## src/rtl/pipe_stage_reg.sv

```systemverilog
// pipe_stage_reg: generic valid/ready pipeline register for the EX->MEM and
// MEM->WB boundaries. It carries an opaque payload plus a halted flag and
// supports freeze (stall), flush bubble insertion, sticky halt tracking and a
// saturating stall-cycle counter.
// Optional build macro PIPE_STAGE_SKID_EN adds a second (skid) entry and
// registers in_ready, which removes the out_ready->in_ready combinational path.
module pipe_stage_reg #(
  parameter int                   PAYLOAD_W     = 72,
  parameter int                   CNT_W         = 16,
  parameter logic [PAYLOAD_W-1:0] RESET_PAYLOAD = '0
) (
  input  logic                 clk,
  input  logic                 reset,
  input  logic                 in_valid,
  output logic                 in_ready,
  input  logic [PAYLOAD_W-1:0] in_payload,
  input  logic                 in_halted,
  input  logic                 stall,
  input  logic                 flush,
  output logic                 out_valid,
  input  logic                 out_ready,
  output logic [PAYLOAD_W-1:0] out_payload,
  output logic                 out_halted,
  output logic                 halt_seen,
  output logic [CNT_W-1:0]     stall_cycles
);

  logic                 valid_q;
  logic [PAYLOAD_W-1:0] payload_q;
  logic                 halted_q;
  logic                 halt_seen_q;
  logic [CNT_W-1:0]     stall_cnt_q;
  logic                 in_fire;
  logic                 out_fire;

  assign out_valid    = valid_q & ~stall;
  assign out_fire     = out_valid & out_ready;
  assign in_fire      = in_valid & in_ready;
  assign out_payload  = payload_q;
  assign out_halted   = halted_q;
  assign halt_seen    = halt_seen_q;
  assign stall_cycles = stall_cnt_q;

  // Stall-cycle counter: counts every stalled cycle (flush included), no wrap.
  always_ff @(posedge clk) begin
    if (reset) begin
      stall_cnt_q <= '0;
    end else if (stall && (stall_cnt_q != '1)) begin
      stall_cnt_q <= stall_cnt_q + CNT_W'(1);
    end
  end

  // Sticky halt flag: set when a halted payload is accepted; only reset clears it.
  always_ff @(posedge clk) begin
    if (reset) begin
      halt_seen_q <= 1'b0;
    end else if (in_fire && in_halted) begin
      halt_seen_q <= 1'b1;
    end
  end

`ifdef PIPE_STAGE_SKID_EN

  logic                 skid_valid_q;
  logic [PAYLOAD_W-1:0] skid_payload_q;
  logic                 skid_halted_q;
  logic                 skid_valid_n;
  logic                 in_ready_q;

  // in_ready_q is loaded with the next-state view of skid/halt, so it always
  // equals ~skid_valid_q & ~halt_seen_q without depending on out_ready.
  assign in_ready = in_ready_q & ~stall & ~flush;

  // Skid occupancy next state: fills when main is blocked, drains on out_fire.
  always_comb begin
    skid_valid_n = skid_valid_q;
    if (flush) begin
      skid_valid_n = 1'b0;
    end else if (!stall) begin
      if (skid_valid_q && out_fire) begin
        skid_valid_n = 1'b0;
      end else if (in_fire && valid_q && !out_fire) begin
        skid_valid_n = 1'b1;
      end
    end
  end

  // Skid entry and registered in_ready.
  always_ff @(posedge clk) begin
    if (reset) begin
      skid_valid_q   <= 1'b0;
      skid_payload_q <= '0;
      skid_halted_q  <= 1'b0;
      in_ready_q     <= 1'b1;
    end else begin
      skid_valid_q <= skid_valid_n;
      in_ready_q   <= ~skid_valid_n & ~(halt_seen_q | (in_fire & in_halted));
      if (!flush && !stall && in_fire && valid_q && !out_fire) begin
        skid_payload_q <= in_payload;
        skid_halted_q  <= in_halted;
      end
    end
  end

  // Main entry: refilled from skid first to keep FIFO order, else from input.
  always_ff @(posedge clk) begin
    if (reset) begin
      valid_q   <= 1'b0;
      payload_q <= RESET_PAYLOAD;
      halted_q  <= 1'b0;
    end else if (flush) begin
      valid_q <= 1'b0;
    end else if (!stall) begin
      if (skid_valid_q) begin
        if (out_fire) begin
          payload_q <= skid_payload_q;
          halted_q  <= skid_halted_q;
        end
      end else if (in_fire && (!valid_q || out_fire)) begin
        valid_q   <= 1'b1;
        payload_q <= in_payload;
        halted_q  <= in_halted;
      end else if (out_fire) begin
        valid_q <= 1'b0;
      end
    end
  end

`else

  assign in_ready = ~stall & ~flush & ~halt_seen_q & (~valid_q | out_ready);

  // Single entry: capture on in_fire (covers simultaneous drain), clear on drain.
  always_ff @(posedge clk) begin
    if (reset) begin
      valid_q   <= 1'b0;
      payload_q <= RESET_PAYLOAD;
      halted_q  <= 1'b0;
    end else if (flush) begin
      valid_q <= 1'b0;
    end else if (!stall) begin
      if (in_fire) begin
        valid_q   <= 1'b1;
        payload_q <= in_payload;
        halted_q  <= in_halted;
      end else if (out_fire) begin
        valid_q <= 1'b0;
      end
    end
  end

`endif

endmodule

```

## config.mk

```make
export PLATFORM = sky130hd
export DESIGN_NAME = pipe_stage_reg
export DESIGN_NICKNAME = d
export VERILOG_FILES = /design/src/rtl/pipe_stage_reg.sv
export SDC_FILE = /design/constraint.sdc
export NUM_CORES = 1
export LEC_CHECK = 0
export BUFFER_PORTS_ARGS = -buffer_cell sky130_fd_sc_hd__buf_2
export CAP_MARGIN = 0
export CORE_MARGIN = 2
export CORE_UTILIZATION = 40
export CTS_BUF_LIST = sky130_fd_sc_hd__clkbuf_8
export CTS_CLUSTER_SIZE = 14
export DETAILED_ROUTE_END_ITERATION = 8
export HOLD_SLACK_MARGIN = 0.1
export PLACE_DENSITY = 0.71
export SLEW_MARGIN = 20
export SYNTH_ARGS = -nofsm -noshare
export SYNTH_HDL_FRONTEND = slang
export SYNTH_SLANG_ARGS = --single-unit
export TNS_END_PERCENT = 100
```

## constraint.sdc

```tcl
create_clock -name clk -period 4.1 [get_ports clk]
set_input_delay 1.025 -clock clk [delete_from_list [all_inputs] [get_ports clk]]
set_output_delay 1.025 -clock clk [all_outputs]
set_load 0.02 [all_outputs]
```

[Yosys cells after proc, flatten, opt, wreduce, memory -nomap -nowiden]
Index checks and enable logic that the tools add are counted.
Storage, ports and cells
  bits in registers: 91
  input bits: 79
  output and inout bits: 92
  logic and storage cells: 26
Operators by class
  add/sub/neg operators: 1
  equality and inequality tests: 1
  mux-type cells: 2
  bitwise operators: 11
  reductions and logical operators: 6
Operator list (number)
  adder 16 x 1 -> 16 bit (second input constant): 1
  inequality test 16 bit (second input constant): 1
  bitwise AND 1 bit: 6
  NOT 1 bit: 4
  AND reduction 3 bit: 1
  logical AND 1 bit: 2
  two-way mux 1 bit: 2
  AND reduction 2 bit: 1
  nonzero test 2 bit: 1
  OR reduction 2 bit: 1
  OR 1 bit: 1

[Logic depth before layout (Yosys ltp)]
  depth in word-level cells: 7
  mapped depth: 6
  mapped depth without buffers: 5

[Least setup slack after synthesis]
No wires, ideal clock.
  kind: input -> output
  start point: input port flush
  end point: output port in_ready
  arrival time: 1.504 ns
  required time: 3.075 ns
  setup slack: 1.571 ns
  cell stages on the path: 2
  buffers on the path: 0
  cell sequence: nor3_1 -> and2_1
Between the ends
  cells in the longest elaborated chain, start to end: 4
RTL lines
  start, declared: RTL line 19  | input logic flush,
  NOT 1 bit (no line)
  bitwise AND 1 bit (3 in series): RTL line 131  | assign in_ready = ~stall & ~flush & ~halt_seen_q & (~valid_q | out_ready);
  end, declared: RTL line 15  | output logic in_ready,
No other way between the ends.

[Final worst setup path]
  start point: input port stall
  end point: output port in_ready
Between the ends
  cells in the longest elaborated chain, start to end: 4
RTL lines
  start, declared: RTL line 18  | input logic stall,
  NOT 1 bit (no line)
  bitwise AND 1 bit (3 in series): RTL line 131
No other way between the ends.

==> qor.log <==
[outcome] result of the run finished, final reports clean
[cts] master cell of the clock root buffer sky130_fd_sc_hd__clkbuf_8
[layout] Final Cell Area 4540 um^2
[cts] number of levels in the clock H-tree 3
[grt] wire length of the first global-routing pass 13500 um
[grt] Total Routing Usage GR 18.5%
[cts] number of clock buffers inserted by TritonCTS 9
[synth] area share of and/or/nand/nor cells after synthesis 25.6%
[synth] portion of netlist area occupied by mux cells 1.58%
[floorplan] number of placement rows 33
[power_and_ir_drop] Logic pwr share 10.0%
[timing] maximum operating frequency 358 MHz
[grt] overflow left after global routing 0
[critical_path] Req. time, crit path 3070 ps
[detailed_routing] DR top layer met4
[floorplan] die boundary height 96.3 um
[power_and_ir_drop] internal power contribution 1.29 mW
[min_path] class of the tightest hold or removal check reg -> reg
[detailed_routing] total length of routed met3 wires 695 um
[cts] number of post-CTS setup repair buffers 0
[critical_path] cell-by-cell listing of the critical path buf_2 -> nor3_1 -> and2_1 -> buf_2
[synth] top cells by area in the synthesized netlist sky130_fd_sc_hd__dfxtp_1 53%, sky130_fd_sc_hd__nand2_1 17%, sky130_fd_sc_hd__a21oi_1 12%, sky130_fd_sc_hd__clkbuf_1 1.4%, sky130_fd_sc_hd__nor2_1 1.2%
[min_path] Hold EP out_payload[62]
[cts] hold buffer count at cts 0
[power_and_ir_drop] leakage dissipation 2.03 nW
[critical_path] highest fanout seen on the critical path 7
[floorplan] floorplan die width 96.3 um
[detailed_routing] DRC violation total after the first TritonRoute iteration 102
[cts] CTS tree yes
[layout] number of standard cells in the layout, taps in and fillers out 695
[synth] mean instance size in the synthesized netlist 8.00 um^2
[placed_design] final weighted congestion in routability-driven placement 0.798
[flow_run] max-cap viol count 0
[timing] RSZ-0062 raised after global routing false
[critical_path] Crit Reg-Reg Endpoint out_payload[67]
[power_and_ir_drop] power per unit of standard cell area 379 nW/um^2
[critical_path] Crit Path Category in -> out
[synth] proportion of register bits with asynchronous set or reset after synthesis 0%
[timing] fin crit share 68.2%
[timing] number of hold violations in the final report 0
[placed_design] HPWL after detailed placement 6250 um
[synth] Synth Net Count 506
[floorplan] number of placed I/O pins 171
[detailed_routing] Met1 Routed Length 3790 um
[min_path] launch point of the worst hold path out_payload[62]
[synth] post-synthesis cell type count 32
[detailed_routing] Initial DRT Pass Iterations 4
[cts] quantity of gates resized following cts 0
[synth] dominant combinational cell family by area after synthesis simple AND/OR/NAND/NOR gates
[timing] fin. max-slew vios 0
[critical_path] slack of the worst reg-to-reg path 2110 ps
[timing] pin slew with the least headroom to its limit 999 ps
[timing] final setup violation count 0
[layout] fraction of final layout cells sized beyond drive strength 1 34.1%
[timing] final clock skew 11.6 ps
[floorplan] initial standard-cell utilization of the core 41.3%
[detailed_routing] DR vias 3422
[synth] cells after synthesis 426
[grt] antenna violations before repair 0
[critical_path] reg-to-reg startpoint halt_seen
[detailed_routing] Antenna Nets Post-Route 0
[grt] via count of the first global-routing pass 3100
[critical_path] slowest cell on the critical path sky130_fd_sc_hd__nor3_1
[synth] Seq cells post-synth 91
[layout] final-stage net count 665
[layout] diode insertion count for antenna repair 0
[detailed_routing] routed length on met2 4230 um
[layout] post-route core utilization 55.0%
[critical_path] buffering stage count on the worst path with inverters included 2
[power_and_ir_drop] VDD IR max 180 uV
[power_and_ir_drop] Seq pwr share 53.7%
[synth] Compound-Gate Fraction of Synth Area 15.0%
[detailed_routing] per-cell via count in the routed design 4.92
[critical_path] Worst path top cell family by delay simple AND/OR/NAND/NOR gates
[cts] clock edge transition at the registers on the reported setup and hold paths 80 ps
[critical_path] cell with the most instances on the worst path sky130_fd_sc_hd__buf_2
[min_path] worst hold path cell count 2
[synth] Synth Area in Adders 0.367%
[timing] headroom to the max-slew limit 33.4%
[power_and_ir_drop] switching pwr 0.428 mW
[placed_design] post-placement worst setup slack 1300 ps
[synth] share of the synthesized netlist area taken by xor and xnor gates 0.514%
[critical_path] endpoint kind of the worst setup timing path output port
[placed_design] placed standard-cell area 4330 um^2
[grt] maximum number of pins on one net before global-route repair 74
[timing] Hold Worst Slack 454 ps
[critical_path] Worst Setup Start Kind input pin
[synth] area fraction of the dominant cell type after synthesis 53.4%
[synth] cell taking the most area after synthesis sky130_fd_sc_hd__dfxtp_1
[power_and_ir_drop] clock share of power 36.3%
[synth] sequential cell area fraction in the yosys report 53.4%
[synth] post-synthesis instance area 3410 um^2
[power_and_ir_drop] overall power consumption 1.72 mW
[placed_design] DP Cell Count 679
[power_and_ir_drop] switching share of power 24.8%
[layout] layout overhead on the synthesized area 33.3%
[timing] final setup TNS 0 ps
[cts] clk sinks 91
[detailed_routing] detailed-route wire length per cell 12.7 um
[cts] clock insertion delay at the later pin of the skew report 350 ps
[critical_path] Arr. time, crit path 1770 ps
[synth] number of flops mapped to enable cells by yosys 0
[detailed_routing] drt total wl 8820 um
[placed_design] count of input and output buffers 170
[floorplan] Core ar. 8260 um^2
[floorplan] die footprint 9280 um^2
[timing] Setup WS post-layout 1300 ps
[detailed_routing] residual DRC count 0
[critical_path] Slowest Stage Delay on Critical Path 280 ps
[timing] minimum clock period 2800 ps
[critical_path] Worst Reg-to-Reg Cells 5
[synth] Synthesis Warnings 0
[synth] most used flip-flop cell after synthesis sky130_fd_sc_hd__dfxtp_1
[cts] CTS max path bufs 2
## flip-flops by register name, summed over array words and instances, names as in the netlist
signal	cells
halt_seen	1
out_payload	72
valid_q	1
out_halted	1
stall_cycles	16
## how the worst max path moves through the flow
| stage | slack, ps | startpoint | to | cells after the start |
|---|---|---|---|---|
| floorplan | 1570 | flush | in_ready | 2 |
| CTS | 1300 | stall | in_ready | 4 |
| global placement | 1320 | stall | in_ready | 4 |
| finish | 1300 | stall | in_ready | 4 |
| detailed placement | 1300 | stall | in_ready | 4 |
| global route | 1200 | stall | in_ready | 4 |
## cells in the mapped netlist (2+ instances only)
cell / instances
sky130_fd_sc_hd__dfxtp_1: 91
sky130_fd_sc_hd__nand2_1: 154
sky130_fd_sc_hd__nor4_1: 5
sky130_fd_sc_hd__nor2_1: 11
sky130_fd_sc_hd__or3_1: 3
sky130_fd_sc_hd__o31ai_1: 4
sky130_fd_sc_hd__o41ai_2: 2
sky130_fd_sc_hd__inv_1: 3
sky130_fd_sc_hd__mux2i_1: 2
sky130_fd_sc_hd__nor2b_1: 4
sky130_fd_sc_hd__clkbuf_1: 13
sky130_fd_sc_hd__a21oi_1: 83
sky130_fd_sc_hd__and2_1: 2
sky130_fd_sc_hd__buf_2: 8
sky130_fd_sc_hd__nor3_1: 4
sky130_fd_sc_hd__nand4_1: 4
sky130_fd_sc_hd__mux2_2: 3
sky130_fd_sc_hd__buf_1: 5
sky130_fd_sc_hd__nand3_1: 6
sky130_fd_sc_hd__or4_1: 3
sky130_fd_sc_hd__xor2_1: 2
sky130_fd_sc_hd__o21ai_0: 4
## placed cells by master (no fill, tap or decap), types with 2 or more instances in the layout
cell,instances
sky130_fd_sc_hd__buf_2,170
sky130_fd_sc_hd__nand2_1,154
sky130_fd_sc_hd__dfxtp_1,91
sky130_fd_sc_hd__a21oi_1,83
sky130_fd_sc_hd__nor2_1,11
sky130_fd_sc_hd__clkbuf_8,11
sky130_fd_sc_hd__nand3_1,5
sky130_fd_sc_hd__nor4_1,5
sky130_fd_sc_hd__nor3_1,4
sky130_fd_sc_hd__nor2b_1,4
sky130_fd_sc_hd__nand4_1,4
sky130_fd_sc_hd__o31ai_1,4
sky130_fd_sc_hd__o21ai_0,4
sky130_fd_sc_hd__mux2_2,3
sky130_fd_sc_hd__inv_1,3
sky130_fd_sc_hd__or4_1,3
sky130_fd_sc_hd__or3_1,3
sky130_fd_sc_hd__buf_4,3
sky130_fd_sc_hd__and2_1,2
sky130_fd_sc_hd__and3_2,2
sky130_fd_sc_hd__mux2i_1,2
sky130_fd_sc_hd__o41ai_2,2
sky130_fd_sc_hd__xor2_1,2
## per-layer routing
| layer | vias to the layer above | GRT usage, % |
|---|---|---|
| met5 | - | 0 |
| met2 | 112 | 32.8 |
| met3 | 9 | 5.09 |
| met4 | 0 | 6.34 |
| met1 | 1562 | 21.5 |
| li1 | 1739 | - |
## power by group through the flow
| stage | registers [mW] | clock network (mW) | logic, mW |
|---|---|---|---|
| floorplan | 0.976 | 0 | 0.0627 |
| global placement | 0.943 | 0 | 0.172 |
| detailed placement | 0.945 | 0 | 0.175 |
| CTS | 0.924 | 0.648 | 0.175 |
| global route | 0.928 | 0.690 | 0.193 |
| finish | 0.924 | 0.625 | 0.173 |
## cells by family (layout without fill, tap and decap cells)
kind of cell	count (synthesis)	after routing
and+or+nand+nor	203	203
AOI/OAI and AO/OA	95	95
DFF	91	91
buffers and inverters	29	193
muxes	5	5
xor gates and xnor gates	2	2
adders and majority gates	1	1
## worst register-to-register path: stages, from the launching register on
cell,delay (ps)
sky130_fd_sc_hd__dfxtp_1,380
sky130_fd_sc_hd__nor3_1,340
sky130_fd_sc_hd__and3_2,680
sky130_fd_sc_hd__buf_12,290
sky130_fd_sc_hd__nand2_1,90
sky130_fd_sc_hd__a21oi_1,130
## area by class of cell
class                      instances  area, um^2
fill                             824        3710
tap                              105         131
sequential                        91        1820
clock inverter                     5        60.1
multi-input combinational        306        1480
inverter                           3        11.3
timing repair buffer             174         893
clock buffer                      11         151
(Power assumes the default switching activity.)
